$ cat config.mk
export PLATFORM = sky130hd
export DESIGN_NAME = route_1to2_flat
export DESIGN_NICKNAME = d
export VERILOG_FILES = /design/src/rtl/route_1to2_if.sv /design/src/rtl/route_1to2.sv /design/src/flat_wrapper.sv
export SDC_FILE = /design/constraint.sdc
export NUM_CORES = 1
export LEC_CHECK = 0
export BUFFER_PORTS_ARGS = -buffer_cell sky130_fd_sc_hd__buf_2
export CAP_MARGIN = 20
export CORE_MARGIN = 4
export CORE_UTILIZATION = 40
export DETAILED_ROUTE_END_ITERATION = 10
export PLACE_DENSITY_LB_ADDON = 0.1
export SLEW_MARGIN = 20
export SYNTH_ARGS = -nofsm -noshare
export SYNTH_HDL_FRONTEND = slang
export SYNTH_SLANG_ARGS = --single-unit
$ cat constraint.sdc
create_clock -name clk -period 5.25 [get_ports clk]
set_input_delay 1.05 -clock clk [delete_from_list [all_inputs] [get_ports clk]]
set_output_delay 1.05 -clock clk [all_outputs]
set_load 0.005 [all_outputs]
$ cat src/rtl/route_1to2_if.sv
// Shared constants and the message handshake bus for route_1to2.
//   route_1to2_pkg : compare-operator codes, boolean codes, default field widths.
//   route_1to2_if  : src/dst/dat/red message fields plus four-phase req/ack.
//     master modport drives the fields and req and receives ack;
//     slave modport receives the fields and req and drives ack.
package route_1to2_pkg;
  localparam int unsigned NS_GT_OP = 0;
  localparam int unsigned NS_GE_OP = 1;
  localparam int unsigned NS_LT_OP = 2;
  localparam int unsigned NS_LE_OP = 3;
  localparam int unsigned NS_EQ_OP = 4;
  localparam int unsigned NS_NE_OP = 5;

  localparam bit NS_FALSE = 1'b0;
  localparam bit NS_TRUE  = 1'b1;

  localparam int unsigned NS_ADDRESS_SIZE = 8;
  localparam int unsigned NS_DATA_SIZE    = 32;
  localparam int unsigned NS_REDUN_SIZE   = 4;
endpackage

interface route_1to2_if #(
  parameter int unsigned ASZ = route_1to2_pkg::NS_ADDRESS_SIZE,
  parameter int unsigned DSZ = route_1to2_pkg::NS_DATA_SIZE,
  parameter int unsigned RSZ = route_1to2_pkg::NS_REDUN_SIZE
);
  logic [ASZ-1:0] src;
  logic [ASZ-1:0] dst;
  logic [DSZ-1:0] dat;
  logic [RSZ-1:0] red;
  logic           req;
  logic           ack;

  modport master (output src, dst, dat, red, req, input ack);
  modport slave  (input src, dst, dat, red, req, output ack);
endinterface

$ cat src/rtl/route_1to2.sv
// route_1to2: one-entry buffered 1-to-2 message router with four-phase handshakes.
// A message accepted on i0 is routed by comparing its dst against one reference
// (or a range of two) and offered on o0 when the test is true, o1 otherwise.
// Ports:
//   clk   - sole clock, posedge
//   reset - asynchronous, active-high
//   i0    - input message bus (slave modport)
//   o0/o1 - output message buses (master modports); both carry the buffered message
//   err   - sticky redundancy error flag
// Optional feature: define ROUTE_1TO2_REDUN_CHK_EN to check the red field and drop
// bad messages; otherwise every message passes and err is tied low.
module route_1to2
  import route_1to2_pkg::*;
#(
  parameter int unsigned OPER_1    = NS_GT_OP,
  parameter int unsigned REF_VAL_1 = 0,
  parameter bit          IS_RANGE  = NS_FALSE,
  parameter int unsigned OPER_2    = NS_GT_OP,
  parameter int unsigned REF_VAL_2 = 0,
  parameter int unsigned ASZ       = NS_ADDRESS_SIZE,
  parameter int unsigned DSZ       = NS_DATA_SIZE,
  parameter int unsigned RSZ       = NS_REDUN_SIZE
) (
  input  logic         clk,
  input  logic         reset,
  route_1to2_if.slave  i0,
  route_1to2_if.master o0,
  route_1to2_if.master o1,
  output logic         err
);

  typedef enum logic [2:0] {IDLE, CHECK, SEND, WAIT_ACK, WAIT_REL} state_t;

  state_t         state, state_d;
  logic [ASZ-1:0] buf_src, buf_dst;
  logic [DSZ-1:0] buf_dat;
  logic [RSZ-1:0] buf_red;
  logic           sel0, sel0_d;
  logic           ack_q, ack_d;
  logic           req0_q, req0_d;
  logic           req1_q, req1_d;
  logic           accept, sel_ack, route_hit, redun_ok;

  // Generic unsigned compare selected by operator code
  function automatic logic op_cmp(input int unsigned op, input logic [ASZ-1:0] a,
                                  input logic [ASZ-1:0] b);
    logic r;
    case (op)
      NS_GT_OP: r = (a > b);
      NS_GE_OP: r = (a >= b);
      NS_LT_OP: r = (a < b);
      NS_LE_OP: r = (a <= b);
      NS_EQ_OP: r = (a == b);
      NS_NE_OP: r = (a != b);
      default:  r = 1'b0;
    endcase
    return r;
  endfunction

  assign route_hit = IS_RANGE ? (op_cmp(OPER_1, buf_dst, ASZ'(REF_VAL_1)) &&
                                 op_cmp(OPER_2, buf_dst, ASZ'(REF_VAL_2)))
                              : op_cmp(OPER_1, buf_dst, ASZ'(REF_VAL_1));

  // Accept only a fresh request: ack must have dropped since the last message
  assign accept  = (state == IDLE) && i0.req && !ack_q;
  // Acks from the port not selected never influence the FSM
  assign sel_ack = sel0 ? o0.ack : o1.ack;

`ifdef ROUTE_1TO2_REDUN_CHK_EN
  localparam int unsigned CAT_W  = 2 * ASZ + DSZ;
  localparam int unsigned NCHUNK = (CAT_W + RSZ - 1) / RSZ;

  // XOR-fold of {src,dst,dat} into RSZ-bit chunks, dat in the low chunk
  function automatic logic [RSZ-1:0] calc_redun(input logic [ASZ-1:0] s,
                                                input logic [ASZ-1:0] d,
                                                input logic [DSZ-1:0] x);
    logic [NCHUNK*RSZ-1:0] v;
    logic [RSZ-1:0]        r;
    v = (NCHUNK * RSZ)'({s, d, x});
    r = '0;
    for (int i = 0; i < int'(NCHUNK); i++) r ^= v[i*RSZ +: RSZ];
    return r;
  endfunction

  assign redun_ok = (calc_redun(buf_src, buf_dst, buf_dat) == buf_red);

  // Sticky error: set on any dropped message, cleared only by reset
  always_ff @(posedge clk or posedge reset) begin
    if (reset)                            err <= 1'b0;
    else if (state == CHECK && !redun_ok) err <= 1'b1;
  end
`else
  assign redun_ok = 1'b1;
  assign err      = 1'b0;
`endif

  // State register
  always_ff @(posedge clk or posedge reset) begin
    if (reset) state <= IDLE;
    else       state <= state_d;
  end

  // Next-state logic
  always_comb begin
    state_d = state;
    case (state)
      IDLE:     if (accept) state_d = CHECK;
      CHECK:    state_d = redun_ok ? SEND : IDLE;
      SEND:     state_d = WAIT_ACK;
      WAIT_ACK: if (sel_ack) state_d = WAIT_REL;
      WAIT_REL: if (!sel_ack) state_d = IDLE;
      default:  state_d = IDLE;
    endcase
  end

  // Next values for the registered handshake outputs and route select
  always_comb begin
    ack_d  = i0.req && (ack_q || accept);
    req0_d = req0_q;
    req1_d = req1_q;
    sel0_d = sel0;
    case (state)
      CHECK: sel0_d = route_hit;
      SEND: begin
        req0_d = sel0;
        req1_d = !sel0;
      end
      WAIT_ACK: if (sel_ack) begin
        req0_d = 1'b0;
        req1_d = 1'b0;
      end
      default: ;
    endcase
  end

  // Handshake output registers; async reset drops req immediately
  always_ff @(posedge clk or posedge reset) begin
    if (reset) begin
      ack_q  <= 1'b0;
      req0_q <= 1'b0;
      req1_q <= 1'b0;
      sel0   <= 1'b0;
    end else begin
      ack_q  <= ack_d;
      req0_q <= req0_d;
      req1_q <= req1_d;
      sel0   <= sel0_d;
    end
  end

  // One-entry message buffer
  always_ff @(posedge clk or posedge reset) begin
    if (reset) begin
      buf_src <= '0;
      buf_dst <= '0;
      buf_dat <= '0;
      buf_red <= '0;
    end else if (accept) begin
      buf_src <= i0.src;
      buf_dst <= i0.dst;
      buf_dat <= i0.dat;
      buf_red <= i0.red;
    end
  end

  assign i0.ack = ack_q;
  assign o0.src = buf_src;
  assign o0.dst = buf_dst;
  assign o0.dat = buf_dat;
  assign o0.red = buf_red;
  assign o0.req = req0_q;
  assign o1.src = buf_src;
  assign o1.dst = buf_dst;
  assign o1.dat = buf_dat;
  assign o1.red = buf_red;
  assign o1.req = req1_q;

endmodule

$ cat src/flat_wrapper.sv
// flat-port wrapper written by rule: the top's interface ports become plain ports
module route_1to2_flat import route_1to2_pkg::*;
#(
  parameter int unsigned OPER_1    = NS_GT_OP,
  parameter int unsigned REF_VAL_1 = 0,
  parameter bit          IS_RANGE  = NS_FALSE,
  parameter int unsigned OPER_2    = NS_GT_OP,
  parameter int unsigned REF_VAL_2 = 0,
  parameter int unsigned ASZ       = NS_ADDRESS_SIZE,
  parameter int unsigned DSZ       = NS_DATA_SIZE,
  parameter int unsigned RSZ       = NS_REDUN_SIZE
)
  (clk, reset, err, i0_src, i0_dst, i0_dat, i0_red, i0_req, i0_ack, o0_src, o0_dst, o0_dat, o0_red, o0_req, o0_ack, o1_src, o1_dst, o1_dat, o1_red, o1_req, o1_ack);
  route_1to2_if #(.ASZ(ASZ), .DSZ(DSZ), .RSZ(RSZ)) i0_i ();
  route_1to2_if #(.ASZ(ASZ), .DSZ(DSZ), .RSZ(RSZ)) o0_i ();
  route_1to2_if #(.ASZ(ASZ), .DSZ(DSZ), .RSZ(RSZ)) o1_i ();
  input  logic clk;
  input  logic reset;
  output logic err;
  input wire logic [$bits(i0_i.src)-1:0] i0_src;
  input wire logic [$bits(i0_i.dst)-1:0] i0_dst;
  input wire logic [$bits(i0_i.dat)-1:0] i0_dat;
  input wire logic [$bits(i0_i.red)-1:0] i0_red;
  input wire logic [$bits(i0_i.req)-1:0] i0_req;
  output wire logic [$bits(i0_i.ack)-1:0] i0_ack;
  output wire logic [$bits(o0_i.src)-1:0] o0_src;
  output wire logic [$bits(o0_i.dst)-1:0] o0_dst;
  output wire logic [$bits(o0_i.dat)-1:0] o0_dat;
  output wire logic [$bits(o0_i.red)-1:0] o0_red;
  output wire logic [$bits(o0_i.req)-1:0] o0_req;
  input wire logic [$bits(o0_i.ack)-1:0] o0_ack;
  output wire logic [$bits(o1_i.src)-1:0] o1_src;
  output wire logic [$bits(o1_i.dst)-1:0] o1_dst;
  output wire logic [$bits(o1_i.dat)-1:0] o1_dat;
  output wire logic [$bits(o1_i.red)-1:0] o1_red;
  output wire logic [$bits(o1_i.req)-1:0] o1_req;
  input wire logic [$bits(o1_i.ack)-1:0] o1_ack;
  assign i0_i.src = i0_src;
  assign i0_i.dst = i0_dst;
  assign i0_i.dat = i0_dat;
  assign i0_i.red = i0_red;
  assign i0_i.req = i0_req;
  assign i0_ack = i0_i.ack;
  assign o0_src = o0_i.src;
  assign o0_dst = o0_i.dst;
  assign o0_dat = o0_i.dat;
  assign o0_red = o0_i.red;
  assign o0_req = o0_i.req;
  assign o0_i.ack = o0_ack;
  assign o1_src = o1_i.src;
  assign o1_dst = o1_i.dst;
  assign o1_dat = o1_i.dat;
  assign o1_red = o1_i.red;
  assign o1_req = o1_i.req;
  assign o1_i.ack = o1_ack;
  route_1to2 #(.OPER_1(OPER_1), .REF_VAL_1(REF_VAL_1), .IS_RANGE(IS_RANGE), .OPER_2(OPER_2), .REF_VAL_2(REF_VAL_2), .ASZ(ASZ), .DSZ(DSZ), .RSZ(RSZ)) u_core (.clk(clk), .reset(reset), .i0(i0_i), .o0(o0_i), .o1(o1_i), .err(err));
endmodule
==> results of run 1 <==
==> kinds of logic after synthesis <==
family	Yosys count	synth area share (%)
AND/OR/NAND/NOR	13	3.68
multiplexers	53	27.1
buffers and inverters	62	16.3
other	1	0.130
flip-flops	59	51.0
AO/OA/AOI/OAI	8	1.86
==> final cells by class <==
class | instances | area (um2)
inverter | 3 | 11.3
clock buffer | 12 | 155
clock inverter | 4 | 72.6
tap | 96 | 120
multi-input combinational | 75 | 947
sequential | 59 | 1480
timing repair buffer | 164 | 823
fill | 639 | 3300
==> layout by cell type, fill, tap and decap left out, drive strengths merged <==
cell type  Yosys  layout
or4b           1       1
buf           59     164
nor3           1       1
nor3b          1       1
mux2i          1       1
inv            3       3
a211oi         1       1
or3b           1       1
a21oi          2       2
a31oi          1       1
nor2           3       3
bufinv         0       2
nand3b         2       2
nor4           2       2
dfrtp         59      59
clkinvlp       0       1
o21a           1       1
clkbuf         0      12
mux2          52      52
o2bb2ai        1       1
conb           1       1
clkinv         0       1
nor2b          1       1
nand2b         1       1
o21ai          1       1
o32ai          1       1
==> stage by stage <==
stage	hold WS (ns)	total power [uW]	instance area, um2	instances	util [%]
2_1_floorplan	0.508	1690	2890	196	-
3_3_place_gp	0.509	1890	3380	397	48.9
3_5_place_dp	0.502	1900	3380	397	48.9
4_1_cts	0.513	2380	3610	413	52.2
5_1_grt	0.543	2500	3610	413	52.2
6_report	0.510	2330	3610	413	52.2
==> worst paths after layout <==
| check | start | end | cells after the start |
|---|---|---|---|
| min reg2reg | u_core.o0.req$_DFFE_PP0P_ | u_core.o0.req$_DFFE_PP0P_ | 2 |
| min | u_core.o0.req$_DFFE_PP0P_ | u_core.o0.req$_DFFE_PP0P_ | 2 |
| min in group asynchronous | reset | u_core.o0.red[0]$_DFFE_PP0P_ | 3 |
| max in group asynchronous | reset | u_core.o0.dst[6]$_DFFE_PP0P_ | 3 |
| max reg2reg | u_core.state[0]$_DFFE_PP0P_ | u_core.o0.dat[2]$_DFFE_PP0P_ | 3 |
| max | i0_req | u_core.o0.dat[2]$_DFFE_PP0P_ | 3 |
==> state kept, by name (all words and copies together), names as in the netlist <==
name and flops:
u_core.sel0 1, u_core.i0.ack 1, u_core.o0.req 1, u_core.o0.dst 8
u_core.state 3, u_core.o0.dat 32, u_core.o1.req 1, u_core.o0.red 4
u_core.o0.src 8
==> layer usage <==
metal / up-vias / global-route usage (%) / routed length, um
met1: 816 / 15.6 / 2260
li1: 842 / - / -
met4: 0 / 3.30 / 55
met5: - / 0 / 0
met2: 90 / 20.3 / 2650
met3: 6 / 6.28 / 585
==> worst max-delay path, cell delays in order <==
cell	delay, ns
sky130_fd_sc_hd__buf_2	0.12
sky130_fd_sc_hd__nand3b_4	0.74
sky130_fd_sc_hd__mux2_4	0.59
==> power breakdown <==
part,switching (uW),internal [uW]
sequential,188,683
clock,168,293
combinational,346,655
total,702,1630
==> results, run 1 <==
- Global routing used 12.8% of the available tracks across all layers.
- The die footprint is 0.00866 mm2.
- A synthesized cell averages 14.8 um2.
- The global route total overflow is 0.
- The post-layout minimum cycle time is 2.33 ns.
- In the final routed layout, each cell accounts on average for 13.4 um.
- The power density of the placed cells is 647 mW/mm2.
- The total area inside the core boundary comes to 0.00691 mm2.
- The worst pin sits at a relative slew slack of 32.5%.
- In this run the remaining antenna-violating nets after routing total 0.
- The worst setup path is launched from a primary input.
- Of all nets on the critical path, the largest fanout is 52.
- In this run the core area contains 30 standard-cell rows.
- The largest net degree at the start of global routing is 60.
- The area growth from synthesis to final layout is 24.6%.
- The total via count after detailed routing is 1754.
- At the pin with the least slew margin, the transition time is 1.01 ns.
- The H-tree generated during clock tree synthesis spans 3 levels.
- The initial antenna violation count is 0.
- The final count of hold timing violations was 0.
- The via-per-instance ratio is 4.25.
- The worst hold path belongs to the class register to register.
- In the post-synthesis netlist, the cell with the most instances is sky130_fd_sc_hd__dfrtp_1.
- Across all setup checks in the final design, the least slack found is 2.92 ns.
- Once detailed placement completed, the half-perimeter wirelength came to 4030 um.
- From bottom edge to top edge, the die measures 93.1 um.
- The number of top-level pins is 165.
- In the final layout, the share of cells above drive strength 1 is 74.4%.
- The via count of the first global-routing pass is 1770.
- The initial utilization of the core area, before any placement, comes to 41.9%.
- The timing-limited maximum frequency is 429 MHz.
- The total of endpoints with negative setup slack in the final report is 0.
- The worst-case IR drop observed on VDD is 0.000251 V.
- The total wirelength of the detailed-routed design is 5550 um.
- Clock latency on the worst-skew pair, taken at its later pin, is 0.33 ns.
- The number of enable flip-flop cells after synthesis is 0.
- The analysis attributes to cell leakage a power of 0.00205 uW.
- 0 antenna diodes ended up in the layout.
- After clock tree synthesis, the clock-pin slew on the worst setup and hold paths is 0.07 ns.
- The number of distinct library cells after synthesis is 26.
- The share of synthesized flip-flops with an asynchronous set or reset is 100%.
- The worst slack at placement is 2.53 ns.
- The final count of pins violating max slew is 0.
- The synthesis warning total is 0.
- Synthesis inferred 59 register bits.
- The post-CTS setup buffer count is 0.
- The synthesized netlist net count is 253.
- For this run, the register share of the synthesized area comes to 51.0%.
- The number of gates resized after CTS was 0.
- In the routed design, unresolved DRC markers number 0.
- The total negative slack is 0 ns.
- By count the netlist is led by sky130_fd_sc_hd__dfrtp_1 (59), sky130_fd_sc_hd__buf_4 (53), sky130_fd_sc_hd__mux2_4 (50).
- The clock root buffer is sky130_fd_sc_hd__clkbuf_8.
- The run finished with clean final reports.
- Dividing the final minimum period by the clock period gives 44.4%.
- For the final database, setup skew stands at 0.0111 ns.
- Setup repair after global routing left no endpoint under its margin.
- Yosys attributes the largest share of cell area to sky130_fd_sc_hd__dfrtp_1 (51%), sky130_fd_sc_hd__mux2_4 (26%), sky130_fd_sc_hd__buf_4 (14%).
- The combined area of all synthesized cells is 0.00289 mm2.
- In this run, CTS created clock tree buffers numbering 9.
- No sink is reached through more buffers than the 2 on the longest clock path.
- After technology mapping, the gate count stands at 196.
- Hold repair after CTS inserted 0 buffers.
- The register-to-register setup slack is 2.99 ns.
- The clock net in this run drives a total of 59 sinks.
- During placement, the flow inserted port buffers numbering 163.
- Data arrives at the worst endpoint at 2.53 ns.
- For this run, the post-layout net count is 369.
- Routability-driven placement finished with a final weighted congestion of 0.687.
- The TritonCTS clock tree is built.
- The first-iteration detailed-routing DRC count is 48.
- At the worst endpoint, the required time is 5.45 ns.
- Summed over all instances, the cell type with the most area after synthesis is sky130_fd_sc_hd__dfrtp_1.
- The worst setup path is of the primary input to register kind.
- In the synthesized netlist the dominant register cell turns out to be sky130_fd_sc_hd__dfrtp_1.
- For this run, the detailed router's first-pass iteration total came to 3.
- The number of maximum-capacitance violations is 0.
- After synthesis, the largest area contributor takes up 51.0% of total cell area.
- The global-route wire length before repair is 8650 um.
- STA classifies the critical path endpoint as a register.
- The die span in x is 93.1 um.
No activity file was read; power rests on OpenSTA's default activity.
==> inputs of run 2 (changes only) <==
clock period = 1.87 ns   (was 5.25 ns; I/O delays follow)
==> results, run 2 (synthesized netlist as in run 1, its figures left out) <==
- The run finished with clean final reports.
- The maximum fanout encountered on the critical timing path is 23 (-56%).
- The combinational share of power came to 44.2% (+1.3 points).
- The post-detailed-route wirelength per cell was 13.7 um (+1.7%).
- The global-route wire length before repair is 8810 um (+1.8%).
- The data required time of the critical path is 2.08 ns (-3.37 ns).
- The largest net degree at the start of global routing came to 33 (-45%).
- The startpoint type of the worst setup path is a register.
- The core region area is 0.00691 mm2 (unchanged).
- In the layout the commonest cells are sky130_fd_sc_hd__buf_2 (163), sky130_fd_sc_hd__dfrtp_1 (59), sky130_fd_sc_hd__mux2_4 (50).
- The post-CTS clock slew at the launch and capture registers of the worst setup and hold paths is 0.06 ns (about the same).
- The number of buffers on the longest clock path was 2 (unchanged).
- The number of cell rows was 30 (unchanged).
- The number of fill cells is 623 (-2.5%).
- The post-CTS setup buffer count is 0 (unchanged).
- The total number of H-tree levels is 3 (unchanged).
- The post-cts gate resize count is 0 (unchanged).
- The total via count after detailed routing came to 1818 (+3.6%).
- The leakage dissipation is 0.00209 uW (+2.2%).
- The DRC violation count after routing is 0 (unchanged).
- The total wirelength of the detailed-routed design was 5730 um (+3.2%).
- The global-route total usage across every layer came to 13.2% (+0.38 points).
- The sequential standard cell area is 0.00148 mm2 (unchanged).
- The total of endpoints with negative setup slack in the final report was 0 (unchanged).
- The post-layout minimum cycle time is 1.61 ns.
- Setup repair after global routing left no endpoint under its margin.
- The register-to-register setup slack is 0.26 ns (-2.73 ns).
- The number of top-level pins is 165 (unchanged).
- The number of buffers inserted during clock tree synthesis is 9 (unchanged).
- The first-iteration detailed-routing DRC count is 40 (-17%).
- The number of maximum-capacitance violations is 0 (unchanged).
- The sequential share of power is 36.3% (-1.0 points).
- The first-pass iteration count of the detailed router is 4 (+1).
- The hold buffer count at cts is 0 (unchanged).
- From synthesis to final layout, the design area changed by 27.5%.
- The global route total overflow was 0 (unchanged).
- The post-route non-filler standard cell count is 419 (+1.5%).
- The maximum VDD drop is 0.000830 V (+230%).
- The number of clock sinks was 59 (unchanged).
- The detailed-placement wirelength estimate was 4310 um (+7.1%).
- The effective utilization at floorplan is 41.9% (unchanged).
- The worst hold-check slack was 0.0748 ns (-0.435 ns).
- The layout cell share with drive strength beyond 1 was 74.9% (+0.47 points).
- The slew at the pin closest to its max-slew limit is 0.521 ns (-0.492 ns).
- The die footprint is 0.00866 mm2 (unchanged).
- The internal power is 4620 uW (+180%).
- The worst setup path is of the register to register kind.
- The worst-case clock skew is 0.00654 ns (-0.00457 ns).
- The TritonCTS clock tree is built.
- The total placed cells including tap cells is 403 (+1.5%).
- The worst reg-to-reg path cell count is 4 (+1).
- The final count of hold timing violations is 0 (unchanged).
- The final count of pins violating max slew is 0 (unchanged).
- The worst slack at placement came to 0.252 ns (-2.28 ns).
- The clock latency on the worst-skew pair is 0.33 ns (about the same).
- The die span in x is 93.1 um (unchanged).
- The number of port buffers is 163 (unchanged).
- The clock root buffer is sky130_fd_sc_hd__clkbuf_8.
- The via-per-instance ratio came to 4.34 (+2.2%).
- The flip-flop count of the largest register after layout is 32 (unchanged).
- The overall die height came to 93.1 um (unchanged).
- The remaining antenna violation count after routing is 0 (unchanged).
- The net switching power is 2020 uW (+190%).
- In this run the critical register-to-register path is captured at u_core.o0.dat[19]$_DFFE_PP0P_.
- The worst register-to-register path begins at u_core.state[1]$_DFFE_PP0P_.
- The count of nets after finishing is 375 (+1.6%).
- The clock network fraction of total power is 19.6% (about the same).
- The data arrival time of the worst path is 1.82 ns (-0.71 ns).
- The total negative slack is 0 ns (unchanged).
- The area of the multi-input gates came to 947 um2 (unchanged).
- The ratio of final minimum period to clock period is 86.1%.
- The timing-limited maximum frequency is 621 MHz.
- The type of element capturing the critical path is a register.
- The setup slack after layout was 0.260 ns (-2.66 ns).
- The max-slew headroom at the worst pin came to 65.2% (+33 points).
- The switching part of the total power is 30.4% (+0.25 points).
- The last weighted congestion value of the routability-driven placer is 0.739 (+7.6%).
- The power density of the placed cells is 1800 mW/mm2 (+180%).
- The worst min-delay path class is primary input to async pin.
- The number of antenna repair diodes is 0 (unchanged).
- The most frequent standard cell in the layout excluding fill and tap cells is sky130_fd_sc_hd__buf_2.
- The initial antenna violation count came to 0 (unchanged).
- The via count of the first global-routing pass is 1784 (+0.79%).
run 2: critical path, stage by stage, from the launching register on:
cell	delay, ns
sky130_fd_sc_hd__dfrtp_1	0.40
sky130_fd_sc_hd__nor3_4	0.24
sky130_fd_sc_hd__nand3b_4	0.26
sky130_fd_sc_hd__buf_12	0.27
sky130_fd_sc_hd__mux2_4	0.31
run 2: worst max-delay path by stage:
stage	startpoint	end	slack [ns]	depth (start not counted)
after floorplan	reset	u_core.i0.ack$_DFF_PP0_	0.04	1
after global placement	u_core.state[1]$_DFFE_PP0P_	u_core.o0.dat[20]$_DFFE_PP0P_	0.29	4
after detailed placement	u_core.state[1]$_DFFE_PP0P_	u_core.o0.dat[28]$_DFFE_PP0P_	0.25	4
after CTS	u_core.state[1]$_DFFE_PP0P_	u_core.o0.dat[15]$_DFFE_PP0P_	0.24	4
after global routing	u_core.state[1]$_DFFE_PP0P_	u_core.o0.dat[20]$_DFFE_PP0P_	0.17	4
final	u_core.state[1]$_DFFE_PP0P_	u_core.o0.dat[19]$_DFFE_PP0P_	0.26	4
run 2: power by group through the flow:
stage	combinational, uW	sequential (uW)	clock (uW)
3_5_place_dp	2970	2430	0
3_3_place_gp	2960	2430	0
4_1_cts	2990	2420	1340
6_report	2930	2410	1300
5_1_grt	3160	2510	1400
2_1_floorplan	2280	2460	0
run 2: stage by stage:
step | utilization [%] | instance area [um2] | power (uW)
6_report | 53.4 | 3690 | 6640
5_1_grt | 53.4 | 3690 | 7080
4_1_cts | 53.4 | 3690 | 6750
3_5_place_dp | 50.1 | 3460 | 5410
3_3_place_gp | 50.1 | 3460 | 5390
2_1_floorplan | - | 2890 | 4740
run 2: final cells by class:
class / instances / area share, %
clock buffers: 12 / 4.21
inverters: 3 / 0.305
multi-input cells: 75 / 25.7
flip-flops and latches: 59 / 40.0
repair buffers: 170 / 24.6
well taps: 96 / 3.26
clock inverters: 4 / 1.97
run 2: metal layers:
| metal | share of wire, % | global-route usage, % | vias to the layer above |
|---|---|---|---|
| met4 | 0.89 | 4.03 | 0 |
| met1 | 41 | 16.7 | 868 |
| met2 | 48 | 19.9 | 87 |
| met3 | 9.7 | 6.44 | 7 |
| li1 | - | - | 856 |
| met5 | 0 | 0 | - |
==> inputs of run 3 (changes only) <==
BUFFER_PORTS_ARGS = -buffer_cell sky130_fd_sc_hd__clkbuf_2   (was -buffer_cell sky130_fd_sc_hd__buf_2)
CELL_PAD_IN_SITES_DETAIL_PLACEMENT = 0   (was default)
CELL_PAD_IN_SITES_GLOBAL_PLACEMENT = 2   (was default)
CORE_UTILIZATION = 27   (was 40)
clock period = 1.72 ns   (was 1.87 ns; I/O delays follow)
==> results, run 3 (synthesized netlist as in run 1, its figures left out) <==
- The clock network fraction of total power is 19.9% (+0.3 points).
- In this run the critical register-to-register path is launched from u_core.state[0]$_DFFE_PP0P_.
- The area growth from synthesis to final layout is 28.8%.
- The leakage dissipation is 0.00210 uW (+0.26%).
- The detailed-placement wirelength estimate is 4570 um (+5.9%).
- The via-per-instance ratio is 3.94 (-9.3%).
- The register-to-register setup slack is 0.30 ns (+0.04 ns).
- The global-route wire length before repair was 10100 um (+15%).
- The number of cell rows is 37 (+23%).
- The post-CTS setup buffer count is 0 (unchanged).
- The total via count after detailed routing is 1799 (-1.0%).
- The number of port buffers is 163 (unchanged).
- The number of top-level pins was 165 (unchanged).
- The data required time of the critical path came to 1.97 ns (-0.11 ns).
- The ratio of final minimum period to clock period is 82.5% (-3.7 points).
- The overall die height came to 112 um (+20%).
- The post-CTS clock slew at the launch and capture registers of the worst setup and hold paths was 0.07 ns (about the same).
- The post-detailed-route wirelength per cell is 13.9 um (+1.4%).
- The first-pass iteration count of the detailed router is 3 (-1).
- The timing-limited maximum frequency is 705 MHz (+14%).
- The number of maximum-capacitance violations is 0 (unchanged).
- The total negative slack was 0 ns (unchanged).
- The layout cell share with drive strength beyond 1 is 74.8% (-0.16 points).
- The global-route total usage across every layer is 10.2% (-3.0 points).
- The effective utilization at floorplan was 27.9% (-14 points).
- The clock latency on the worst-skew pair is 0.33 ns (about the same).
- Setup repair after global routing left no endpoint under its margin.
- The total wirelength of the detailed-routed design is 6340 um (+11%).
- The switching part of the total power was 31.2% (+0.84 points).
- The type of element capturing the critical path is a register.
- The final count of hold timing violations is 0 (unchanged).
- The data arrival time of the worst path was 1.67 ns (-0.15 ns).
- In this run the worst setup path begins at u_core.state[0]$_DFFE_PP0P_.
- The hold buffer count at cts is 0 (unchanged).
- The cell sitting at the root of the clock tree is a sky130_fd_sc_hd__clkbuf_8.
- The endpoint identified for the worst register-to-register timing path is u_core.state[0]$_DFFE_PP0P_.
- The internal power is 5000 uW (+8.2%).
- The maximum VDD drop was 0.000571 V (-31%).
- The largest net degree at the start of global routing came to 60 (+82%).
- The number of buffers inserted during clock tree synthesis is 9 (unchanged).
- The library cell used most frequently in the layout, excluding fill and tap cells, is sky130_fd_sc_hd__clkbuf_2.
- The worst reg-to-reg path cell count is 3 (-1).
- The post-layout total power is 7270 uW (+9.5%).
- The die span in x was 112 um (+20%).
- The flip-flop count of the largest register after layout is 32 (unchanged).
- The TritonCTS clock tree is built.
- The die footprint came to 0.0124 mm2 (+44%).
- The post-cts gate resize count came to 0 (unchanged).
- The number of buffers on the longest clock path came to 2 (unchanged).
- The remaining antenna violation count after routing was 0 (unchanged).
- The maximum fanout encountered on the critical timing path is 9 (-61%).
- The total of endpoints with negative setup slack in the final report is 0 (unchanged).
- The final standard cell utilization of the core is 35.9% (-17 points).
- The number of clock sinks is 59 (unchanged).
- The number of antenna repair diodes came to 0 (unchanged).
- The DRC violation count after routing is 0 (unchanged).
- The last weighted congestion value of the routability-driven placer is 0.738 (about the same).
- The sequential share of power is 37.1% (+0.8 points).
- In this run the worst hold path is classified as primary input to async pin.
- The net switching power is 2270 uW (+13%).
- The post-layout minimum cycle time is 1.42 ns (-0.192 ns).
- The final count of pins violating max slew was 0 (unchanged).
- The first-iteration detailed-routing DRC count is 30 (-25%).
- The worst-case clock skew is 0.0123 ns (+0.00573 ns).
- The total number of H-tree levels is 3 (unchanged).
- The startpoint type of the worst setup path is a register.
- The run finished with clean final reports.
- The combinational share of power is 43.0% (-1.2 points).
- The critical setup path kind is register to register.
- The initial antenna violation count came to 0 (unchanged).
- The power density of the placed cells is 1950 mW/mm2 (+8.4%).
- The global route total overflow is 0 (unchanged).
- In the layout the commonest cells are sky130_fd_sc_hd__clkbuf_2 (163), sky130_fd_sc_hd__dfrtp_1 (59), sky130_fd_sc_hd__mux2_4 (50).
- The via count of the first global-routing pass is 1912 (+7.2%).
- The core region area came to 0.0104 mm2 (+50%).
- The count of nets after finishing is 373 (-0.53%).
- The last element of the critical path is u_core.state[0]$_DFFE_PP0P_.
## run 3: changes by cell type in the layout (fill, tap and decap cells not counted)
cell,before,now
sky130_fd_sc_hd__buf_2,163,0
sky130_fd_sc_hd__buf_4,4,2
sky130_fd_sc_hd__clkbuf_2,0,163
sky130_fd_sc_hd__clkinvlp_4,1,2
sky130_fd_sc_hd__inv_2,1,0
## run 3: worst max-delay path, cell delays in order, from the launching register on
cell and delay, ns:
sky130_fd_sc_hd__dfrtp_1 0.42, sky130_fd_sc_hd__buf_4 0.18, sky130_fd_sc_hd__or4b_2 0.66, sky130_fd_sc_hd__o21ai_0 0.09
## run 3: metrics by stage
stage,cell area [um2],hold slack [ns],cells,setup WS (ns)
finish,3730,0.0872,457,0.302
global route,3730,0.103,457,0.234
CTS,3730,0.0814,457,0.291
detailed placement,3500,0.458,441,0.313
global placement,3500,0.449,441,0.316
floorplan,2900,0.444,196,0.276
## run 3: power by group through the flow
stage | Clock, uW | Sequential, uW | Combinational [uW]
after floorplan | 0 | 2670 | 2480
after global placement | 0 | 2740 | 3200
after detailed placement | 0 | 2730 | 3190
after CTS | 1520 | 2720 | 3200
after global routing | 1570 | 2850 | 3380
final | 1450 | 2700 | 3130
## run 3: worst min path at each step
stage                                          endpoint
final                     u_core.o0.dat[19]$_DFFE_PP0P_
after CTS                 u_core.o0.dat[31]$_DFFE_PP0P_
after floorplan                 u_core.i0.ack$_DFF_PP0_
after global routing      u_core.o0.dat[15]$_DFFE_PP0P_
after detailed placement  u_core.o0.dat[15]$_DFFE_PP0P_
after global placement    u_core.o0.dat[23]$_DFFE_PP0P_
## run 3: cell type report
cell class / count / area [um2]
Clock buffer: 12 / 155
Multi-Input combinational cell: 75 / 947
Inverter: 3 / 15.0
Sequential cell: 59 / 1480
Timing Repair Buffer: 168 / 891
Tap cell: 136 / 170
Clock inverter: 4 / 72.6
Fill cell: 1054 / 6640
## run 3: per-layer routing
metal  track usage (%)  up-vias  part of all wire, %
met3              5.05        9                   10
met4              3.41        0                  1.3
met5                 0        -                    0
li1                  -      851                    -
met2              15.4      109                   44
met1              12.8      830                   44
